$ cat src/rtl/uart_pkg.sv
// -----------------------------------------------------------------------------
// uart_pkg
// Shared types and constants for the 16x oversampled UART receive path.
//   rx_state_e      : receiver FSM states
//   OS_RATE/TICK_W  : oversampling ratio and tick counter width
//   SAMPLE_A/B/C    : tick indices of the three mid-bit samples
//   BIT_END         : tick index on which a bit period closes
//   PCFG_*          : bit positions inside parity_cfg
//   majority3       : 2-of-3 vote used for the bit decision
// -----------------------------------------------------------------------------
package uart_pkg;

   typedef enum logic [2:0] {
      ST_IDLE      = 3'd0,
      ST_START     = 3'd1,
      ST_DATA      = 3'd2,
      ST_PARITY    = 3'd3,
      ST_STOP      = 3'd4,
      ST_STOP2     = 3'd5,
      ST_WAIT_HIGH = 3'd6
   } rx_state_e;

   localparam int OS_RATE = 16;
   localparam int TICK_W  = $clog2(OS_RATE);

   localparam logic [TICK_W-1:0] SAMPLE_A = 4'd7;
   localparam logic [TICK_W-1:0] SAMPLE_B = 4'd8;
   localparam logic [TICK_W-1:0] SAMPLE_C = 4'd9;
   localparam logic [TICK_W-1:0] BIT_END  = 4'd15;

   localparam int PCFG_EN       = 0;
   localparam int PCFG_ODD      = 1;
   localparam int PCFG_STICK    = 2;
   localparam int PCFG_TWO_STOP = 3;

   function automatic logic majority3(input logic a, input logic b, input logic c);
      return (a & b) | (a & c) | (b & c);
   endfunction

endpackage

$ cat src/rtl/uart_bit_sampler.sv
// -----------------------------------------------------------------------------
// uart_bit_sampler
// Line front end of the receiver: synchronises ser_in, detects falling edges,
// counts baud ticks within a bit and votes on three mid-bit samples.
//   clock, rstn    : system clock, async active-low reset
//   baud_tick      : one-clock pulse, 16 per bit
//   ser_in         : raw asynchronous serial line
//   tick_clr       : restart the bit timing (start edge accepted)
//   s_in           : synchronised line
//   falling_edge   : s_in is 0 and was 1 on the previous clock
//   bit_valid      : decision strobe (tick 9)
//   bit_end        : last tick of the bit period (tick 15)
//   bit_value      : majority of the samples on ticks 7, 8, 9
// -----------------------------------------------------------------------------
module uart_bit_sampler
   import uart_pkg::*;
#(
   parameter int SYNC_STAGES = 2
) (
   input  logic clock,
   input  logic rstn,
   input  logic baud_tick,
   input  logic ser_in,
   input  logic tick_clr,
   output logic s_in,
   output logic falling_edge,
   output logic bit_valid,
   output logic bit_end,
   output logic bit_value
);

   logic [SYNC_STAGES-1:0] sync_q, sync_d;
   logic                   prev_q, prev_d;
   logic [TICK_W-1:0]      tick_cnt_q, tick_cnt_d;
   logic                   samp_a_q, samp_a_d;
   logic                   samp_b_q, samp_b_d;

   assign s_in         = sync_q[SYNC_STAGES-1];
   assign falling_edge = prev_q & ~s_in;
   assign bit_valid    = baud_tick && (tick_cnt_q == SAMPLE_C);
   assign bit_end      = baud_tick && (tick_cnt_q == BIT_END);
   // Third sample is the live line on the tick-9 clock, so the vote is ready
   // on the same clock that bit_valid fires.
   assign bit_value    = majority3(samp_a_q, samp_b_q, s_in);

   always_comb begin
      sync_d     = {sync_q[SYNC_STAGES-2:0], ser_in};
      prev_d     = s_in;
      tick_cnt_d = tick_cnt_q;
      samp_a_d   = samp_a_q;
      samp_b_d   = samp_b_q;
      if (tick_clr) begin
         tick_cnt_d = '0;
      end else if (baud_tick) begin
         tick_cnt_d = tick_cnt_q + 1'b1;
      end
      if (baud_tick && (tick_cnt_q == SAMPLE_A)) samp_a_d = s_in;
      if (baud_tick && (tick_cnt_q == SAMPLE_B)) samp_b_d = s_in;
   end

   // Line flops reset high so releasing reset never looks like a start edge.
   always_ff @(posedge clock or negedge rstn) begin
      if (!rstn) begin
         sync_q     <= '1;
         prev_q     <= 1'b1;
         tick_cnt_q <= '0;
         samp_a_q   <= 1'b1;
         samp_b_q   <= 1'b1;
      end else begin
         sync_q     <= sync_d;
         prev_q     <= prev_d;
         tick_cnt_q <= tick_cnt_d;
         samp_a_q   <= samp_a_d;
         samp_b_q   <= samp_b_d;
      end
   end

endmodule

$ cat src/rtl/uart_rx_os16.sv
// -----------------------------------------------------------------------------
// uart_rx_os16
// 16x oversampled UART receiver (start, DATA_BITS LSB first, optional parity,
// one or two stop bits). Frame FSM and shift register; line handling lives in
// uart_bit_sampler.
//   clock, rstn      : system clock, async active-low reset
//   baud_tick        : one-clock pulse, 16 per bit
//   parity_cfg[3:0]  : [0] parity en, [1] odd, [2] stick, [3] two stop bits;
//                      captured at the start edge
//   ser_in           : serial line, idle high
//   rx_data          : last received payload
//   rx_new_data      : one-clock strobe, rx_data and error flags valid
//   rx_parity_error  : parity mismatch on the strobed frame
//   rx_end_error     : a stop bit sampled low on the strobed frame
//   rx_begin_error   : one-clock pulse, false start rejected
//   rx_busy          : receiver not idle
// -----------------------------------------------------------------------------
module uart_rx_os16
   import uart_pkg::*;
#(
   parameter int DATA_BITS   = 8,
   parameter int SYNC_STAGES = 2
) (
   input  logic                 clock,
   input  logic                 rstn,
   input  logic                 baud_tick,
   input  logic [3:0]           parity_cfg,
   input  logic                 ser_in,
   output logic [DATA_BITS-1:0] rx_data,
   output logic                 rx_new_data,
   output logic                 rx_parity_error,
   output logic                 rx_end_error,
   output logic                 rx_begin_error,
   output logic                 rx_busy
);

   rx_state_e            state_q, state_d;
   logic [DATA_BITS-1:0] shift_q, shift_d;
   logic [3:0]           bit_cnt_q, bit_cnt_d;
   logic [3:0]           cfg_q, cfg_d;
   logic                 par_err_q, par_err_d;
   logic                 stop_err_q, stop_err_d;
   logic [DATA_BITS-1:0] rx_data_q, rx_data_d;
   logic                 rx_new_q, rx_new_d;
   logic                 rx_perr_q, rx_perr_d;
   logic                 rx_eerr_q, rx_eerr_d;
   logic                 rx_berr_q, rx_berr_d;

   logic s_in, falling_edge, bit_valid, bit_end, bit_value, tick_clr;

   uart_bit_sampler #(
      .SYNC_STAGES (SYNC_STAGES)
   ) u_sampler (
      .clock        (clock),
      .rstn         (rstn),
      .baud_tick    (baud_tick),
      .ser_in       (ser_in),
      .tick_clr     (tick_clr),
      .s_in         (s_in),
      .falling_edge (falling_edge),
      .bit_valid    (bit_valid),
      .bit_end      (bit_end),
      .bit_value    (bit_value)
   );

   function automatic logic exp_parity(input logic [DATA_BITS-1:0] d, input logic [3:0] cfg);
      if (cfg[PCFG_STICK]) return cfg[PCFG_ODD];
      return (^d) ^ cfg[PCFG_ODD];
   endfunction

   assign rx_data         = rx_data_q;
   assign rx_new_data     = rx_new_q;
   assign rx_parity_error = rx_perr_q;
   assign rx_end_error    = rx_eerr_q;
   assign rx_begin_error  = rx_berr_q;
   assign rx_busy         = (state_q != ST_IDLE);

   always_comb begin
      state_d    = state_q;
      shift_d    = shift_q;
      bit_cnt_d  = bit_cnt_q;
      cfg_d      = cfg_q;
      par_err_d  = par_err_q;
      stop_err_d = stop_err_q;
      rx_data_d  = rx_data_q;
      rx_perr_d  = rx_perr_q;
      rx_eerr_d  = rx_eerr_q;
      rx_new_d   = 1'b0;
      rx_berr_d  = 1'b0;
      tick_clr   = 1'b0;

      case (state_q)
         ST_IDLE: begin
            if (falling_edge) begin
               tick_clr   = 1'b1;
               cfg_d      = parity_cfg;
               par_err_d  = 1'b0;
               stop_err_d = 1'b0;
               state_d    = ST_START;
            end
         end
         ST_START: begin
            if (bit_valid && bit_value) begin
               rx_berr_d = 1'b1;
               state_d   = ST_IDLE;
            end else if (bit_end) begin
               bit_cnt_d = '0;
               state_d   = ST_DATA;
            end
         end
         ST_DATA: begin
            if (bit_valid) begin
               shift_d   = {bit_value, shift_q[DATA_BITS-1:1]};
               bit_cnt_d = bit_cnt_q + 4'd1;
            end
            if (bit_end && (bit_cnt_q == 4'(DATA_BITS))) begin
               state_d = cfg_q[PCFG_EN] ? ST_PARITY : ST_STOP;
            end
         end
         ST_PARITY: begin
            if (bit_valid) par_err_d = bit_value ^ exp_parity(shift_q, cfg_q);
            if (bit_end)   state_d   = ST_STOP;
         end
         ST_STOP: begin
            if (bit_valid) begin
               if (cfg_q[PCFG_TWO_STOP]) begin
                  stop_err_d = ~bit_value;
               end else begin
                  rx_data_d = shift_q;
                  rx_perr_d = par_err_q;
                  rx_eerr_d = ~bit_value;
                  rx_new_d  = 1'b1;
                  // Leave at mid stop bit so the next start edge is never missed.
                  state_d   = bit_value ? ST_IDLE : ST_WAIT_HIGH;
               end
            end
            if (bit_end) state_d = ST_STOP2;
         end
         ST_STOP2: begin
            if (bit_valid) begin
               rx_data_d = shift_q;
               rx_perr_d = par_err_q;
               rx_eerr_d = stop_err_q | ~bit_value;
               rx_new_d  = 1'b1;
               state_d   = bit_value ? ST_IDLE : ST_WAIT_HIGH;
            end
         end
         ST_WAIT_HIGH: begin
            // A line held low (break) must return high before a new start counts.
            if (s_in) state_d = ST_IDLE;
         end
         default: state_d = ST_IDLE;
      endcase
   end

   always_ff @(posedge clock or negedge rstn) begin
      if (!rstn) begin
         state_q    <= ST_IDLE;
         shift_q    <= '0;
         bit_cnt_q  <= '0;
         cfg_q      <= '0;
         par_err_q  <= 1'b0;
         stop_err_q <= 1'b0;
         rx_data_q  <= '0;
         rx_new_q   <= 1'b0;
         rx_perr_q  <= 1'b0;
         rx_eerr_q  <= 1'b0;
         rx_berr_q  <= 1'b0;
      end else begin
         state_q    <= state_d;
         shift_q    <= shift_d;
         bit_cnt_q  <= bit_cnt_d;
         cfg_q      <= cfg_d;
         par_err_q  <= par_err_d;
         stop_err_q <= stop_err_d;
         rx_data_q  <= rx_data_d;
         rx_new_q   <= rx_new_d;
         rx_perr_q  <= rx_perr_d;
         rx_eerr_q  <= rx_eerr_d;
         rx_berr_q  <= rx_berr_d;
      end
   end

endmodule
$ cat config.mk
export PLATFORM = sky130hd
export DESIGN_NAME = uart_rx_os16
export DESIGN_NICKNAME = d
export VERILOG_FILES = /design/src/rtl/uart_pkg.sv /design/src/rtl/uart_bit_sampler.sv /design/src/rtl/uart_rx_os16.sv
export SDC_FILE = /design/constraint.sdc
export NUM_CORES = 1
export LEC_CHECK = 0
export CAP_MARGIN = 20
export CORE_MARGIN = 1.5
export CORE_UTILIZATION = 60
export CTS_CLUSTER_DIAMETER = 50
export CTS_CLUSTER_SIZE = 24
export DETAILED_ROUTE_END_ITERATION = 7
export GPL_ROUTABILITY_DRIVEN = 1
export MAX_ROUTING_LAYER = met4
export PLACE_DENSITY_LB_ADDON = 0.3
export SYNTH_ARGS = -nofsm -noshare
export SYNTH_HDL_FRONTEND = slang
export SYNTH_SLANG_ARGS = --single-unit
$ cat constraint.sdc
create_clock -name clock -period 4.3 [get_ports clock]
set_clock_uncertainty 0.05 [all_clocks]
set_input_delay 0.645 -clock clock [delete_from_list [all_inputs] [get_ports clock]]
set_output_delay 0.645 -clock clock [all_outputs]
set_load 0.005 [all_outputs]
After elaboration in Yosys (flattened, before gate mapping) --
Index checks and enable logic that the tools add are counted.
Word-level totals: register bits after elaboration 42, word-level logic and storage cells 128
Operators by class: add/subtract/negate cells 2, equality and inequality tests 26, multiplexer cells 52, bitwise operators 11, reductions and logical operators 21
Operators by type and width (count):
- $mux W3 | 12
- $mux W1 | 24
- $mux W8 | 3
- $ne A2 B2 Y1 const B | 11
- $pmux W3 S7 | 1
- $mux W4 | 5
- $eq A4 B4 Y1 const B | 4
- $pmux W8 S2 | 1
- $reduce_and A4 Y1 | 3
- $pmux W1 S2 | 5
- $reduce_bool A2 Y1 | 5
- $eq A3 B3 Y1 const B | 3
- $ne A3 B3 Y1 const B | 3
- $add A4 B1 Y4 const B | 2
- $pmux W4 S2 | 1
- $reduce_and A8 Y1 | 1
- $reduce_xor A8 Y1 | 1
- $eq A3 B2 Y1 const B | 2
- $logic_and A1 B1 Y1 | 6
- $and A1 B1 Y1 | 4
- $eq A4 B3 Y1 const B | 1
- $reduce_and A2 Y1 | 2
- $eq A3 B1 Y1 const B | 1
- $logic_not A3 Y1 | 1
- 6 further kinds | 10

Longest topological paths before layout --
Gate-level depths: netlist of run 1.
word-level depth 10, gate-level depth with buffers 7

Modules after synthesis --
From an unflattened synthesis of run 1, not the netlist that was laid out.
Unflattened totals: cell total of the unflattened synthesis 174, area total of the unflattened synthesis 2064.5 µm²
Modules (own cells, without submodules):
- uart_rx_os16 | times used 1, cells an instance 140, area each 1622.8 µm², sequential area each 825.8 µm²
- uart_bit_sampler | times used 1, cells an instance 34, area each 441.7 µm², sequential area each 231.5 µm²

Least setup slack after synthesis of run 1 --
OpenSTA, ideal clock, no wires.
path type input -> register, start point input baud_tick, end point register rx_data_q[2], in the netlist rx_data[2], arrival 1.900 ns, data required time 4.125 ns, setup slack 2.225 ns, stages 5, cell sequence buf_2 > nand4b_4 > a2111oi_4 > buf_6 > mux2_2
On the way: longest elaborated chain between the ends 3
Ends and longest elaborated chain:
- start: declaration | RTL line uart_rx_os16.sv:26 | input logic baud_tick,
- $logic_and A1 B1 Y1 (*) | RTL line uart_bit_sampler.sv:40 | assign bit_valid = baud_tick && (tick_cnt_q == SAMPLE_C);
- $ne A2 B2 Y1 (no line)
- $reduce_and A4 Y1 (no line) (*)
- end signal: assignment | RTL line uart_rx_os16.sv:176 | rx_data_q <= rx_data_d;
- end: declaration | RTL line uart_rx_os16.sv:43 | logic [DATA_BITS-1:0] rx_data_q, rx_data_d;
Mark *: on every way between the ends. The rest lies on a longest branch, timed or not. A chain may end at the register's enable or synchronous reset.

Worst setup path in the final report of run 1 --
start point input baud_tick, end point register rx_data_q[0], in the netlist rx_data[0]
The elaborated chain is that of the path after synthesis.

==> results of run 1 <==
[per-layer routing]
metal,vias to the layer above,routed length [um],track usage (%)
met5,-,0,-
met4,0,12,5.556
met3,2,180,5.435
met2,42,2023,37.91
met1,700,1553,25.31
li1,662,-,-
[power groups by stage]
stage	clock network, mW	registers, mW	logic, mW
5_1_grt	0.207	0.620	0.500
3_3_place_gp	0	0.604	0.430
6_report	0.185	0.606	0.454
3_5_place_dp	0	0.611	0.455
4_1_cts	0.192	0.604	0.457
2_1_floorplan	0	0.556	0.400
[layout make-up]
cell class	instances	area (um2)	share of cell area [%]
sequential	42	1057	44.61
multi-input combinational	119	977.2	41.24
timing repair buffer	20	195.2	8.237
tap	46	57.56	2.429
clock buffer	7	45.04	1.901
inverter	8	30.03	1.267
clock inverter	1	7.507	0.3168
[flip-flops by register name, summed over array words and instances, names as in the netlist, 2 cells and up]
signal and cells:
cfg_q 4, rx_data 8, state_q 3, bit_cnt_q 4, u_sampler.tick_cnt_q 4, shift_q 8, u_sampler.sync_q 2
[stage by stage]
stage,area [um2],util (%),hold WS [ns]
2_1_floorplan,2110,-,0.2952
3_3_place_gp,2317,68.90,0.2976
3_5_place_dp,2317,68.90,0.3027
4_1_cts,2370,70.46,0.3200
5_1_grt,2370,70.46,0.3256
6_report,2370,70.46,0.3173
[cell families after synthesis]
group           after synthesis  share of synthesized area (%)
compound gates               29                          10.91
xor+xnor                     12                          4.982
fa+ha+maj                     6                          3.440
buf+inv                      14                          3.559
flops                        42                          50.12
mux                          27                          14.35
simple gates                 45                          12.63
[layout by cell type (no fill, tap or decap), types with 6 or more instances in the layout]
cell	n
dfrtp_1	37
mux2_2	22
clkdlybuf4s50_1	19
o21ai_0	11
nand2_1	10
nand3_1	8
nor2_1	8
inv_1	7
xor2_1	6
xnor2_1	6
[how the worst max path moves through the flow]
stage | startpoint | to
3_3_place_gp | baud_tick | rx_data[3]
2_1_floorplan | baud_tick | rx_data[2]
3_5_place_dp | baud_tick | rx_data[2]
4_1_cts | baud_tick | rx_data[0]
6_report | baud_tick | rx_data[0]
5_1_grt | baud_tick | rx_data[0]
==> results.json, run 1 <==
{
  "synth_top_area_cell": "dfrtp_1",
  "p_comb_share_pct": 36.5,
  "cts_buffers": 5,
  "min-delay-start": "u_sampler.sync_q[0]",
  "critical-path-slowest-cell": "a2111oi_4",
  "clock_sinks": 42,
  "cts_resized": 0,
  "timing.fmax_mhz": 386.9,
  "yosysMostFrequentCell": "dfrtp_1",
  "reg2reg_from": "u_sampler.tick_cnt_q[1]",
  "whs_path_depth": 0,
  "setup_viol_count_final": 0,
  "grt_use_total_pct": 21.74,
  "syn_to_final_growth_pct": 12.34,
  "ios": 21,
  "layout_min_cycle_time_ns": 2.584,
  "chipWidth_um": 62.30,
  "via_per_inst": 5.786,
  "cts-htree-levels": 2,
  "reg2reg_slack_ns": 2.02,
  "drt_iter0_drc": 88,
  "setup_ws_ns": 1.716,
  "diodes": 0,
  "synth_seq_cells": 42,
  "timing.rr.end": "rx_data[0]",
  "path_cells": "clkdlybuf4s50_1 -> nand4b_4 -> a2111oi_4 -> mux2_2",
  "drive_gt1_share_pct": 22.84,
  "cp-start-kind": "input port",
  "arrival_ns": 2.77,
  "dieArea_um2": 3881,
  "clock_latency_ns": 0.35,
  "ir_drop_mv": 0.3699,
  "worst_r2r_path_depth": 5,
  "wirelength_um": 3769,
  "routedWlPerCell_um": 15.51,
  "cp.required_ns": 4.49,
  "cp.depth": 4,
  "ys_seq_area_share_pct": 50.12,
  "synth_area_per_cell_um2": 12.05,
  "final_cells": 243,
  "syn-instance-count": 175,
  "nFillCells": 273,
  "rows": 21,
  "cts-root-buf": "clkbuf_4",
  "slew_viol_final": 0,
  "maxCapViolCount": 0,
  "drc_errors": 0,
  "ys_types": 46,
  "clkSlewWorstSetupHoldPaths_ns": 0.11,
  "worstSetupPathType": "input port to flip-flop",
  "seq_power_share_pct": 48.7,
  "pwr_density_cell_nw_per_um2": 525.7,
  "clk_path_buf_depth": 2,
  "synth_top_flop_cell": "dfrtp_1",
  "p_sw_share_pct": 38.02,
  "yosys.area.top_type_share_pct": 43.89,
  "slowest_delay_ns": 0.81,
  "cts_tree": "yes",
  "fin_setup_tns_ns": 0,
  "yosysWarnings": 0,
  "clockPowerShare_pct": 14.9,
  "dr.pass1.iters": 4,
  "die_h_um": 62.30,
  "tightest_slew_ns": 0.8899,
  "grt_pass1_vias": 1417,
  "post-place-ws_ns": 1.315,
  "synth_nets": 188,
  "p_leak_nw": 1.071,
  "hpwl_um": 2751,
  "yosys-top-cells-area": "dfrtp_1 44%, mux2_2 12%, dfstp_2 6.2%, ha_1 3.0%, o21ai_0 2.6%",
  "internal_power_mw": 0.7721,
  "gp_congestion": 0.9462,
  "critPathCaptureType": "flip-flop",
  "cp_max_fo": 12,
  "antenna_found_initial": 0,
  "vias": 1406,
  "grt_pass1_wl_um": 6444,
  "hp-class": "flip-flop to flip-flop",
  "post_cts_buffers": 0,
  "path_delay_family": "compound AO/OA/AOI/OAI gates",
  "synth_area_um2": 2110,
  "grt_start_max_net_pins": 43,
  "hold_path_end": "u_sampler.sync_q[1]",
  "cts_hold_buf": 0,
  "ys_async_sr_fraction_pct": 100.0,
  "slew_headroom_pct": 40.67,
  "synthTopCellsByCount": "37 x dfrtp_1, 22 x mux2_2, 11 x o21ai_0",
  "rsz0062_at_grt": "no",
  "grt_overflow": 0,
  "status": "complete, no violations",
  "ant_nets": 0,
  "hold_viol_final": 0,
  "post-route-period-util_pct": 60.10,
  "cp_num_buf_inv": 1,
  "synth-edff-count": 0,
  "totalPowerFinal_mw": 1.246,
  "layout.nets": 209,
  "coreArea_um2": 3363,
  "initial_core_util_pct": 62.72,
  "io_buffers": 20,
  "placed_cells": 235,
  "p_sw_mw": 0.4736
}
No activity file was read; power rests on OpenSTA's default activity.
==> run 2, diff against run 1 <==
Settings changed: CORE_UTILIZATION 60 to 56.
Clock period 4.3 ns to 2.39 ns, I/O delays scaled along.
==> results.json, run 2 (synthesized netlist as in run 1, its figures left out) <==
{
  "ir_drop_mv": 0.6259,
  "setup_viol_count_final": 0,
  "layout.nets": 213,
  "utilization_pct": 66.98,
  "clkSlewWorstSetupHoldPaths_ns": 0.08,
  "ant_nets": 0,
  "arrival_ns": 1.86,
  "ios": 21,
  "layout_common_cells": "37 x dfrtp_1, 22 x mux2_2, 19 x clkdlybuf4s50_1",
  "status": "complete, no violations",
  "cts-htree-levels": 2,
  "cts_buffers": 5,
  "worst_r2r_path_depth": 6,
  "worstSetupPathType": "flip-flop to output pin",
  "dieArea_um2": 4144,
  "fin_setup_tns_ns": 0,
  "reg2reg_from": "u_sampler.tick_cnt_q[1]",
  "clockPowerShare_pct": 18.7,
  "tightest_slew_ns": 0.9044,
  "rows": 22,
  "io_buffers": 20,
  "post-route-period-util_pct": 94.85,
  "timing.fmax_mhz": 441.1,
  "syn_to_final_growth_pct": 15.36,
  "cp-start-kind": "flip-flop",
  "drive_gt1_share_pct": 24.38,
  "timing.rr.end": "rx_data[3]",
  "grt_pass1_vias": 1393,
  "reg2reg_slack_ns": 0.38,
  "cts_resized": 0,
  "layout_min_cycle_time_ns": 2.267,
  "chipWidth_um": 64.38,
  "internal_power_mw": 1.482,
  "slew_viol_final": 0,
  "cts_tree": "yes",
  "grt_pass1_wl_um": 6479,
  "coreArea_um2": 3633,
  "p_leak_nw": 1.103,
  "maxCapViolCount": 0,
  "grt_use_total_pct": 21.51,
  "grt_start_max_net_pins": 43,
  "pwr_density_cell_nw_per_um2": 967.5,
  "antenna_found_initial": 0,
  "wirelength_um": 3849,
  "final_common_cell": "dfrtp_1",
  "p_sw_mw": 0.8722,
  "cp_max_fo": 10,
  "initial_core_util_pct": 58.06,
  "cp-startpoint": "state_q[1]",
  "p_sw_share_pct": 37.05,
  "hpwl_um": 2776,
  "via_per_inst": 5.719,
  "diodes": 0,
  "cts_hold_buf": 0,
  "critPathCaptureType": "output pin",
  "post_cts_buffers": 0,
  "grt_overflow": 0,
  "clock_latency_ns": 0.29,
  "p_comb_share_pct": 35.0,
  "dr.pass1.iters": 4,
  "slew_headroom_pct": 39.71,
  "seq_power_share_pct": 46.4,
  "clk_path_buf_depth": 2,
  "routedWlPerCell_um": 15.46,
  "cts-root-buf": "clkbuf_8",
  "drc_errors": 0,
  "clock_sinks": 42,
  "cp.required_ns": 1.98,
  "die_h_um": 64.38,
  "drt_iter0_drc": 57,
  "gp_congestion": 0.9990,
  "hp-class": "input port to async pin",
  "rsz0062_at_grt": "no",
  "vias": 1424,
  "hold_viol_final": 0
}
## run 2: metrics by stage
step	setup WS (ns)	cell area (um2)	cells	hold WS (ns)	power, mW
2_1_floorplan	0.4958	2110	175	0.01291	1.720
3_3_place_gp	0.2219	2350	241	0.2969	1.861
3_5_place_dp	0.1814	2350	241	0.3045	1.925
4_1_cts	0.1491	2434	249	0.1769	2.367
5_1_grt	0.01457	2434	249	0.2183	2.514
6_report	0.1231	2434	249	0.1400	2.354
## run 2: metal layers
metal	up-vias	GRT usage [%]	wire length (um)
met5	-	-	0
li1	668	-	-
met3	11	5.458	201
met1	701	27.24	1662
met4	0	10.64	80
met2	44	32.29	1904
## run 2: worst max-delay path by stage
stage | endpoint | slack, ns | depth (start not counted)
floorplan | rx_data[2] | 0.50 | 6
global placement | rx_data[0] | 0.22 | 5
detailed placement | state_q[0] | 0.18 | 6
CTS | rx_busy | 0.15 | 3
global route | rx_busy | 0.01 | 3
finish | rx_busy | 0.12 | 3
## run 2: worst max-delay path, stage by stage (launching register included)
cell,delay (ns)
dfrtp_1,0.57
inv_1,0.24
nand3_1,0.22
clkdlybuf4s50_1,0.53
## run 2: area by class of cell
cell class,instances,area [um2]
clock buffer,7,76.32
clock inverter,1,7.507
fill,284,1200
inverter,8,30.03
multi-input combinational,119,977.2
sequential,42,1057
tap,48,60.06
timing repair buffer,24,225.2
## run 2: power groups by stage
stage	registers, mW	clock network (mW)	logic (mW)
4_1_cts	1.09	0.451	0.829
2_1_floorplan	1.00	0	0.719
5_1_grt	1.12	0.486	0.907
3_3_place_gp	1.09	0	0.776
3_5_place_dp	1.10	0	0.826
6_report	1.09	0.439	0.823
